[config.mk]
export PLATFORM = sky130hd
export DESIGN_NAME = cache_arbiter
export DESIGN_NICKNAME = d
export VERILOG_FILES = /design/src/rtl/cache_arb_pkg.sv /design/src/rtl/mux2to1.sv /design/src/rtl/cache_arbiter.sv
export SDC_FILE = /design/constraint.sdc
export NUM_CORES = 1
export LEC_CHECK = 0
export ABC_CLOCK_PERIOD_IN_PS = 1900
export BUFFER_PORTS_ARGS = -buffer_cell sky130_fd_sc_hd__buf_4
export CAP_MARGIN = 5
export CORE_AREA = 2 2 544 546
export DETAILED_ROUTE_END_ITERATION = 16
export DIE_AREA = 0 0 546 548
export PLACE_DENSITY = 0.31
export SETUP_SLACK_MARGIN = 0.3
export SKIP_CTS_REPAIR_TIMING = 1
export SLEW_MARGIN = 10
export SYNTH_ARGS = -nofsm -noshare
export SYNTH_HDL_FRONTEND = slang
export SYNTH_SLANG_ARGS = --single-unit
[constraint.sdc]
create_clock -name clk -period 1.9 [get_ports clk]
set_input_delay 0.095 -clock clk [delete_from_list [all_inputs] [get_ports clk]]
set_output_delay 0.095 -clock clk [all_outputs]
set_load 0.01 [all_outputs]
[src/rtl/cache_arb_pkg.sv]
// Shared types and default widths for the cache-to-memory line-port arbiter.
package cache_arb_pkg;

    localparam int LINE_W = 256;
    localparam int ADDR_W = 32;

    typedef enum logic [1:0] {
        IDLE    = 2'd0,
        SERVE_I = 2'd1,
        SERVE_D = 2'd2,
        TURN    = 2'd3
    } arb_state_t;

endpackage

[src/rtl/mux2to1.sv]
// Generic two-input multiplexer used for response steering.
module mux2to1 #(
    parameter int W = 1
) (
    input  logic         sel,
    input  logic [W-1:0] a,
    input  logic [W-1:0] b,
    output logic [W-1:0] y
);

    assign y = sel ? b : a;

endmodule

[src/rtl/cache_arbiter.sv]
// Arbitrates one physical-memory line port between icache and dcache.
// Define CACHE_ARB_RR_EN for round-robin tie-breaking; otherwise dcache wins ties.
module cache_arbiter #(
    parameter int LINE_W = cache_arb_pkg::LINE_W,
    parameter int ADDR_W = cache_arb_pkg::ADDR_W
) (
    input  logic              clk,
    input  logic              rst,
    input  logic              i_read,
    input  logic [ADDR_W-1:0] i_address,
    output logic [LINE_W-1:0] i_rdata,
    output logic              i_resp,
    input  logic              d_read,
    input  logic              d_write,
    input  logic [ADDR_W-1:0] d_address,
    input  logic [LINE_W-1:0] d_wdata,
    output logic [LINE_W-1:0] d_rdata,
    output logic              d_resp,
    output logic              pmem_read,
    output logic              pmem_write,
    output logic [ADDR_W-1:0] pmem_address,
    output logic [LINE_W-1:0] pmem_wdata,
    input  logic [LINE_W-1:0] pmem_rdata,
    input  logic              pmem_resp
);

    import cache_arb_pkg::*;

    arb_state_t state_r;
    logic       want_i_s;
    logic       want_d_s;
    logic       grant_i_s;
    logic       grant_d_s;
    logic       serve_i_s;
    logic       serve_d_s;
`ifdef CACHE_ARB_RR_EN
    logic       last_d_r;
`endif

    // Pick a winner among the requests currently presented
    always_comb begin
        want_i_s  = i_read;
        want_d_s  = d_read | d_write;
        grant_i_s = 1'b0;
        grant_d_s = 1'b0;
        if (want_i_s && want_d_s) begin
`ifdef CACHE_ARB_RR_EN
            grant_d_s = ~last_d_r;
`else
            grant_d_s = 1'b1;
`endif
            grant_i_s = ~grant_d_s;
        end else begin
            grant_i_s = want_i_s;
            grant_d_s = want_d_s;
        end
    end

    // Arbitration FSM; the memory command is captured at grant and held until pmem_resp
    always_ff @(posedge clk) begin
        if (rst) begin
            state_r      <= IDLE;
            pmem_read    <= 1'b0;
            pmem_write   <= 1'b0;
            pmem_address <= {ADDR_W{1'b0}};
            pmem_wdata   <= {LINE_W{1'b0}};
`ifdef CACHE_ARB_RR_EN
            last_d_r     <= 1'b0;
`endif
        end else begin
            case (state_r)
                IDLE: begin
                    if (grant_d_s) begin
                        // A write-back wins over a simultaneous (illegal) read
                        pmem_address <= d_address;
                        pmem_wdata   <= d_wdata;
                        pmem_write   <= d_write;
                        pmem_read    <= ~d_write;
                        state_r      <= SERVE_D;
`ifdef CACHE_ARB_RR_EN
                        last_d_r     <= 1'b1;
`endif
                    end else if (grant_i_s) begin
                        pmem_address <= i_address;
                        pmem_wdata   <= {LINE_W{1'b0}};
                        pmem_write   <= 1'b0;
                        pmem_read    <= 1'b1;
                        state_r      <= SERVE_I;
`ifdef CACHE_ARB_RR_EN
                        last_d_r     <= 1'b0;
`endif
                    end else begin
                        state_r      <= IDLE;
                    end
                end
                SERVE_I, SERVE_D: begin
                    if (pmem_resp) begin
                        pmem_read  <= 1'b0;
                        pmem_write <= 1'b0;
                        state_r    <= TURN;
                    end else begin
                        state_r    <= state_r;
                    end
                end
                TURN: begin
                    state_r <= IDLE;
                end
                default: begin
                    pmem_read  <= 1'b0;
                    pmem_write <= 1'b0;
                    state_r    <= IDLE;
                end
            endcase
        end
    end

    // A reset in the response cycle aborts the transaction without a resp
    assign serve_i_s = (state_r == SERVE_I) & ~rst;
    assign serve_d_s = (state_r == SERVE_D) & ~rst;

    mux2to1 #(.W(1)) u_i_resp_mux (
        .sel (serve_i_s),
        .a   (1'b0),
        .b   (pmem_resp),
        .y   (i_resp)
    );

    mux2to1 #(.W(1)) u_d_resp_mux (
        .sel (serve_d_s),
        .a   (1'b0),
        .b   (pmem_resp),
        .y   (d_resp)
    );

    assign i_rdata = pmem_rdata;
    assign d_rdata = pmem_rdata;

endmodule
==> results of run 1 <==
==> sequential cells by signal, indices dropped and copies added (netlist names) <==
name and flops:
pmem_wdata 256, pmem_address 32, state_r 2, pmem_read 1, pmem_write 1
==> layout by cell type (no fill, tap or decap), drive strengths merged, types with 2 or more instances in the layout <==
cell type and count:
ha 4, inv 4, o21ai 2, buf 668, clkinv 7, a22o 256, dfxtp 292, clkbuf 74
dlygate4sd3 324, diode 4, nand2 65, bufinv 4, nor3 2, nor2 35, a21oi 3, a311oi 32
and3b 2, clkinvlp 2
==> area by class of cell <==
cell class / instances / area share (%)
clock inverters: 15 / 0.968
multi-input cells: 411 / 12.9
well taps: 3919 / 20.2
inverters: 2 / 0.0515
flip-flops and latches: 292 / 24.1
clock buffers: 62 / 5.09
repair buffers: 1004 / 36.7
diodes: 4 / 0.0412
==> critical path, cell delays in order (launching register included) <==
cell,delay (ns)
dfxtp_4,0.38
inv_4,0.05
ha_4,0.15
nor3b_4,0.15
buf_12,0.15
clkbuf_16,0.18
buf_12,0.16
clkbuf_16,0.15
a22o_1,0.21
==> logic make-up after synthesis <==
group	count (synthesis)
simple gates	110
mux	1
fa+ha+maj	4
compound gates	296
buf+inv	588
flops	292
==> per-stage QoR <==
step                setup WS (ns)  hold WS, ns
floorplan                   0.368        0.228
global placement         -0.00760        0.190
detailed placement        -0.0156        0.190
CTS                        -0.109       -0.481
global route               0.0362       -0.359
finish                      0.134       -0.332
==> metal layers <==
| metal | up-vias | routed length [um] | track usage [%] |
|---|---|---|---|
| li1 | 4963 | - | - |
| met1 | 5333 | 46600 | 8.02 |
| met2 | 1260 | 62500 | 13.2 |
| met3 | 420 | 36100 | 10.7 |
| met4 | 6 | 7100 | 3.94 |
| met5 | - | 166 | 0.332 |
==> synthesized netlist by cell type (3+ instances only) <==
library cell	number	share of area [%]
dfxtp_1	292	44
buf_2	36	1.4
nand2_1	65	1.8
nor2_1	33	0.93
clkbuf_1	8	0.23
ha_1	4	0.38
a21oi_1	3	0.11
buf_6	20	1.7
a22o_1	256	17
a311oi_1	32	2.1
buf_4	521	29
==> worst min-delay path by stage <==
stage	startpoint	to	slack [ns]	depth (start not counted)
finish	d_wdata[180]	pmem_wdata[180]$_SDFFE_PP0P_	-0.33	2
global route	d_wdata[180]	pmem_wdata[180]$_SDFFE_PP0P_	-0.36	2
CTS	d_wdata[108]	pmem_wdata[108]$_SDFFE_PP0P_	-0.48	2
detailed placement	pmem_rdata[52]	d_rdata[52]	0.19	0
global placement	pmem_rdata[52]	d_rdata[52]	0.19	0
floorplan	d_wdata[0]	pmem_wdata[0]$_SDFFE_PP0P_	0.23	1
==> report_power, final <==
| part | switching (mW) | internal, mW |
|---|---|---|
| Clock | 3.59 | 5.08 |
| Sequential | 1.09 | 7.85 |
| Combinational | 7.45 | 5.50 |
| Total | 12.1 | 18.4 |
==> results.toml, run 1 <==
[cts]
cts-buffers-inserted = 43
cts_tree = "yes"
clk_pin_slew_ns = 0.07
root_buffer = "clkbuf_16"
clock_latency_ns = 0.68
clock_path_buffers = 3
h-tree-depth = 2
cts.sinks = 292

[setup_path]
rrSetupSlack_ns = 0.13
cp-end-kind = "register"
cp-startpoint = "state_r[0]$_SDFFE_PP0P_"
critPathArrivalTime_ns = 2.30
required_ns = 2.43
cp-endpoint = "pmem_wdata[42]$_SDFFE_PP0P_"
r2r-start = "state_r[0]$_SDFFE_PP0P_"
critPathKind = "register to register"
start_kind = "register"
worstRegToRegCells = 8
critical_path_peak_fanout = 6
r2r_end = "pmem_wdata[42]$_SDFFE_PP0P_"

[grt]
grt_pass1_wl_mm = 170
track_usage_pct = 9.30
grt_max_degree = 82
grt_pass1_vias = 10487
antenna_found_initial = 84
globalRouteOverflowTotal = 0

[synth]
async_reset_ff_share_pct = 0
synth-compound-area-share_pct = 19.3
synth_mux_area_share_pct = 0.0753
synth_nets = 1877
netlist_area_um2 = 13300
synth_ff_type = "dfxtp_1"
synth_top_family_by_area = "buffers and inverters"
synthAdderAreaFrac_pct = 0.377
ys_ff_latch = 292
yosysUniqueCellTypes = 27
yosysWarnings = 0
synthCells = 1291
synth_edf_count = 0
yosysSeqAreaShare_pct = 44.0
synth_xor_area_share_pct = 0
avgSynthCellArea_um2 = 10.3
synth_simple_gate_area_share_pct = 3.45

[layout]
register_area_um2 = 5850
nNetsFinal = 2340
fillers = 34157
design_area_um2 = 24300
drive_above_1_share_pct = 42.6
multiInputGateArea_um2 = 3130
syn_to_final_growth_pct = 82.8
final_util_pct = 8.29
fin_cells = 5709

[sta]
hold_viol_final = 1
rsz0062_at_grt = "yes"
relSlewSlack_pct = 36.3
fin_hold_ws_ns = -0.332
slew_viol_final = 0
clock_skew_ns = 0.0413
period_needed_ns = 1.77
fin_tns_setup_ns = 0
max_clock_freq_mhz = 566
setup_viol = 0
finalCritPeriodShare_pct = 93.0
worstMarginPinSlew_ns = 0.955

[route]
num_vias = 11982
drtIter0Drc = 573
wl_per_cell_um = 26.7
drtPass1Iterations = 5
wirelength_mm = 153
viasPerCell = 2.10
ant_nets = 0
drc = 0

[placed_design]
dp.cells = 5273
globalplace.congestion = 0.780
dp_hpwl_mm = 130
io_buffer_count = 617
placed_cell_area_um2 = 18800

[worst_hold_path]
hold_class = "input port to register"

[power]
powerDensity_nw_per_um2 = 1260
power.total_mw = 30.6
vdd_drop_max_v = 0.000816
p_leak_nw = 9.27

[floorplan]
dieArea_um2 = 299000
core-area_um2 = 293000
die_height_um = 548
row_count = 199
pin_count = 1386
start_util_pct = 4.54
dieWidth_um = 546

[run]
drv_cap = 0

[status]
status = "finished with violations"
violations = "hold timing"
(Power assumes the default switching activity.)
==> run 2: changes to the inputs <==
CTS_BUF_LIST = sky130_fd_sc_hd__clkbuf_8   (was unset)
==> run 2 against run 1 <==
Die area stayed put. Total power is 0.54% lower. Clock power fell by 5.9%. Clock skew rose by 0.012 ns. The run now ends clean. Sequential share of layout area fell by 0.53 points. Routed wire length up 0.59%. Largest power group unchanged. Worst hold slack improved by 0.38 ns.
==> results.toml, run 2 (synthesis gave the netlist of run 1 again) <==
[status]
status = "complete, no violations"

[cts]
clock_latency_ns = 0.85
root_buffer = "clkbuf_8"
cts.sinks = 292
clk_pin_slew_ns = 0.06
clock_path_buffers = 4
cts_tree = "yes"
cts-buffers-inserted = 70
h-tree-depth = 3

[floorplan]
dieArea_um2 = 299000
die_height_um = 548
dieWidth_um = 546
row_count = 199
pin_count = 1386
core-area_um2 = 293000
start_util_pct = 4.54

[grt]
globalRouteOverflowTotal = 0
grt_pass1_vias = 10702
antenna_found_initial = 82
grt_pass1_wl_mm = 171
track_usage_pct = 9.35
grt_max_degree = 82

[run]
drv_cap = 0

[route]
viasPerCell = 2.12
drtIter0Drc = 577
wirelength_mm = 153
ant_nets = 0
met1_length_mm = 47.0
route.met2.wl_mm = 61.5
num_vias = 12325
highest_layer = "met5"
drtPass1Iterations = 4
drc = 0
met3_length_mm = 36.6
wl_per_cell_um = 26.4

[layout]
design_area_um2 = 24800
layout_common_cells = "buf_4, dlygate4sd3_1, dfxtp_1, a22o_1, clkbuf_8"
nNetsFinal = 2423
fin_cells = 5802
layout_commonest_cell = "buf_4"
largest_reg_flops = 256
regMostFlops = "pmem_wdata"
largest_registers = "pmem_wdata: 256 flops, pmem_address: 32 flops, state_r: 2 flops"
syn_to_final_growth_pct = 86.9
drive_above_1_share_pct = 42.4

[power]
p_leak_nw = 9.55
powerDensity_nw_per_um2 = 1220
vdd_drop_max_v = 0.000617

[setup_path]
cp-end-kind = "register"
critPathKind = "register to register"
critical_path_peak_fanout = 9
required_ns = 2.62
start_kind = "register"
critPathArrivalTime_ns = 2.60

[worst_hold_path]
hold_class = "input port to register"

[sta]
finalCritPeriodShare_pct = 98.9
setup_viol = 0
fin_hold_ws_ns = 0.0520
max_clock_freq_mhz = 532
rsz0062_at_grt = "yes"
setup_ws_ns = 0.0214
hold_viol_final = 0
period_needed_ns = 1.88
slew_viol_final = 0
relSlewSlack_pct = 34.2
worstMarginPinSlew_ns = 0.988
clock_skew_ns = 0.0531

[placed_design]
placed_cell_area_um2 = 18800
dp.cells = 5273
globalplace.congestion = 0.780
dp_slack_ns = -0.0156
io_buffer_count = 617
dp_hpwl_mm = 130
## run 2: cell types whose count changed in the layout (fill, tap and decap cells not counted), sizes merged
cell,previous run,this run
dlygate4sd3,324,372
buf,668,675
bufinv,4,5
clkbuf,74,96
diode,4,9
inv,4,18
clkinv,7,3
## run 2: final timing paths
| path | start | endpoint | slack, ns | depth (start not counted) |
|---|---|---|---|---|
| max | state_r[1]$_SDFFE_PP0P_ | pmem_wdata[219]$_SDFFE_PP0P_ | 0.02 | 9 |
| min | d_wdata[55] | pmem_wdata[55]$_SDFFE_PP0P_ | 0.05 | 3 |
| min reg2reg | pmem_wdata[68]$_SDFFE_PP0P_ | pmem_wdata[68]$_SDFFE_PP0P_ | 0.47 | 1 |
| max reg2reg | state_r[1]$_SDFFE_PP0P_ | pmem_wdata[219]$_SDFFE_PP0P_ | 0.02 | 9 |
## run 2: power by group
| part | switching (mW) | internal [mW] | total [mW] |
|---|---|---|---|
| registers | 1.10 | 7.85 | 8.95 |
| clock network | 3.57 | 4.59 | 8.16 |
| logic | 7.55 | 5.74 | 13.3 |
## run 2: critical path: stages, from the launching register on
cell and delay [ns]:
dfxtp_4 0.36, inv_4 0.04, buf_4 0.13, ha_4 0.16, o31a_4 0.12, nor2_4 0.18
buf_12 0.22, buf_12 0.18, clkbuf_16 0.15, a22o_1 0.11
## run 2: metrics by stage
stage          utilization (%)  total power, mW  setup TNS [ns]
6_report                  8.48             30.4               0
5_1_grt                   8.47             32.5          -0.567
4_1_cts                   6.90             29.1           -4.06
3_5_place_dp              6.43             20.4          -0.151
3_3_place_gp              6.43             20.4         -0.0753
2_1_floorplan                -             13.9               0
## run 2: final cells by class
class | instances | area [um2]
Timing Repair Buffer | 1060 | 9520
Clock inverter | 26 | 256
Antenna cell | 9 | 22.5
Tap cell | 3919 | 4900
Clock buffer | 83 | 1140
Fill cell | 34122 | 268000
Inverter | 2 | 12.5
Sequential cell | 292 | 5850
Multi-Input combinational cell | 411 | 3140
## run 2: per-layer routing
layer  track usage, %  vias up
met5            0.665        -
met1             7.95     5415
met3             10.8      449
met4             4.41       10
li1                 -     5133
met2             13.2     1318
==> run 3: changes to the inputs <==
CORE_AREA = 2 2 543 545   (was 2 2 544 546)
DIE_AREA = 0 0 545 547   (was 0 0 546 548)
SYNTH_HIERARCHICAL = 1   (was unset)
==> run 3 against run 2 <==
The run now ends with setup timing left. Critical path depth decreased by 4. Combinational power increased by 15%. Sequential power increased by 0.8%. First-iteration DRC count increased by 32%. Routed wire length decreased by 2.8%. Non-clock buffer count increased by 4. Worst hold slack improved by 0.050 ns. Total power increased by 6.0%. Sequential cell count unchanged. Critical endpoint is now i_resp. Highest routed layer unchanged.
==> results.toml, run 3 <==
[status]
status = "finished with violations"
violations = "setup timing"

[power]
intPower_mw = 19.0
p_clk_share_pct = 24.4
sw_frac_of_total_pct = 40.9
p_seq_share_pct = 28.0
p_leak_nw = 9.87
p_switching_mw = 13.2
powerDensity_nw_per_um2 = 1260
vdd_drop_max_v = 0.000551
pwr-share-comb_pct = 47.6

[synth]
yosysUniqueCellTypes = 27
ys_ff_latch = 292
yosysMostFrequentCell = "buf_4"
synth_ff_type = "dfxtp_1"
synth_top_area_cell = "dfxtp_1"
yosysSeqAreaShare_pct = 44.1
synthCells = 1294
async_reset_ff_share_pct = 0
yosys-top-cells-count = "buf_4, dfxtp_1, a22o_1"
netlist.area_leader.share_pct = 44.1
netlist_top_cells_area = "dfxtp_1, buf_4, a22o_1"
synth_edf_count = 0
netlist_area_um2 = 13300
avgSynthCellArea_um2 = 10.2
yosysWarnings = 6

[sta]
clock_skew_ns = 0.0365
setup_ws_ns = -0.0895
fin_tns_setup_ns = -0.595
hold_viol_final = 0
rsz0062_at_grt = "yes"
finalCritPeriodShare_pct = 105
worstMarginPinSlew_ns = 0.747
setup_viol = 26
relSlewSlack_pct = 50.2
max_clock_freq_mhz = 503
slew_viol_final = 0
period_needed_ns = 1.99

[cts]
cts_tree = "yes"
clk_pin_slew_ns = 0.06
cts-buffers-inserted = 67
clock_latency_ns = 0.76
h-tree-depth = 3
clock_path_buffers = 3
root_buffer = "clkbuf_8"
cts.sinks = 292

[setup_path]
crit_slowest_cell = "dfxtp_4"
cp_cell_sequence = "inv_4, ha_4, nor2b_4, mux2_4, buf_12"
critPathKind = "register to primary output"
r2r-start = "state_r[1]$_SDFFE_PP0P_"
critical_path_peak_fanout = 3
required_ns = 1.80
rrSetupSlack_ns = -0.05
cp_top_family = "flip-flops"
critPathArrivalTime_ns = 1.89
cp-end-kind = "primary output"
crit_buf_inv = 2
cpPeakStageDelay_ns = 0.38
start_kind = "register"
cp-startpoint = "state_r[1]$_SDFFE_PP0P_"

[layout]
drive_above_1_share_pct = 46.2
largest_registers = "pmem_wdata: 256 flops, pmem_address: 32 flops, state_r: 2 flops"
multiInputGateArea_um2 = 3310
final_util_pct = 8.73
regMostFlops = "pmem_wdata"
layout_common_cells = "buf_4, dlygate4sd3_1, dfxtp_1, a22o_1, clkbuf_8"
nNetsFinal = 2428
layout_commonest_cell = "buf_4"
largest_reg_flops = 256
syn_to_final_growth_pct = 92.6
fillers = 33894
register_area_um2 = 5860

[floorplan]
pin_count = 1386
core-area_um2 = 293000
dieWidth_um = 545
dieArea_um2 = 298000
die_height_um = 547
start_util_pct = 4.53
row_count = 199

[route]
drtIter0Drc = 759
wl_per_cell_um = 25.6
viasPerCell = 2.12
num_vias = 12335
wirelength_mm = 149
drtPass1Iterations = 5
drc = 0
ant_nets = 0

[placed_design]
dp_hpwl_mm = 123
globalplace.congestion = 0.745
io_buffer_count = 617

[grt]
grt_pass1_wl_mm = 161
grt_pass1_vias = 10717
globalRouteOverflowTotal = 0
track_usage_pct = 8.85
antenna_found_initial = 55
grt_max_degree = 65

[worst_hold_path]
hold_class = "input port to register"
hp-start = "rst"

[run]
drv_cap = 0
==> run 3: changes by cell type in the layout (fill, tap and decap cells not counted), sizes merged, moves of 3 or more <==
| cell | change |
|---|---|
| clkinvlp | +4 |
| bufinv | -3 |
| buf | +31 |
| clkbuf | +11 |
| dlygate4sd3 | -42 |
| inv | +7 |
| clkinv | +8 |
==> run 3: area by class of cell <==
class / instances / area share, %
timing repair buffer: 1064 / 39.4
sequential: 292 / 23.0
tap: 3919 / 19.2
multi-input combinational: 415 / 13.0
clock buffer: 79 / 4.26
clock inverter: 42 / 1.11
antenna: 7 / 0.0686
inverter: 2 / 0.0490
==> run 3: cell families after synthesis <==
family          after synthesis  share of synthesized area [%]
buf+inv                     588                           32.4
compound gates              296                           19.4
simple gates                110                           3.42
mux                           3                          0.302
other cells                   1                         0.0283
flops                       292                           44.1
fa+ha+maj                     4                          0.378
==> run 3: power groups by stage <==
stage	Combinational [mW]	Clock (mW)	Sequential (mW)
global route	16.7	8.53	9.22
global placement	11.7	0	9.10
CTS	11.7	8.36	8.99
finish	15.3	7.88	9.02
floorplan	4.33	0	9.53
detailed placement	11.7	0	9.10
==> run 3: through the flow <==
step | power (mW) | instance area (um2) | hold WS (ns) | std cells | setup WS, ns
floorplan | 13.9 | 13300 | 0.228 | 1295 | 0.368
global placement | 20.8 | 19000 | 0.190 | 5291 | 0.0230
detailed placement | 20.8 | 19000 | 0.190 | 5291 | 0.0207
CTS | 29.1 | 20400 | -0.609 | 5412 | -0.377
global route | 34.4 | 25500 | 0.0251 | 5817 | -0.221
finish | 32.2 | 25500 | 0.102 | 5820 | -0.0895
==> run 3: path summary, 6_finish.rpt <==
check | endpoint | depth (start not counted)
max | i_resp | 5
min reg2reg | pmem_wdata[187]$_SDFFE_PP0P_ | 1
max reg2reg | pmem_wdata[27]$_SDFFE_PP0P_ | 10
min | state_r[0]$_SDFFE_PP0P_ | 3
==> run 3: per-layer routing <==
metal | wire length [um] | track usage [%]
met2 | 61700 | 12.7
met3 | 35000 | 10.1
met4 | 7430 | 4.27
met5 | 116 | 0.353
met1 | 45000 | 7.37
==> run 3: worst register-to-register path, cell delays in order (launching register included) <==
cell       delay, ns
dfxtp_4         0.38
inv_4           0.05
buf_4           0.13
ha_4            0.16
buf_4           0.13
o31a_4          0.14
nor2_4          0.17
buf_12          0.18
buf_16          0.18
clkbuf_16       0.26
a22o_1          0.13
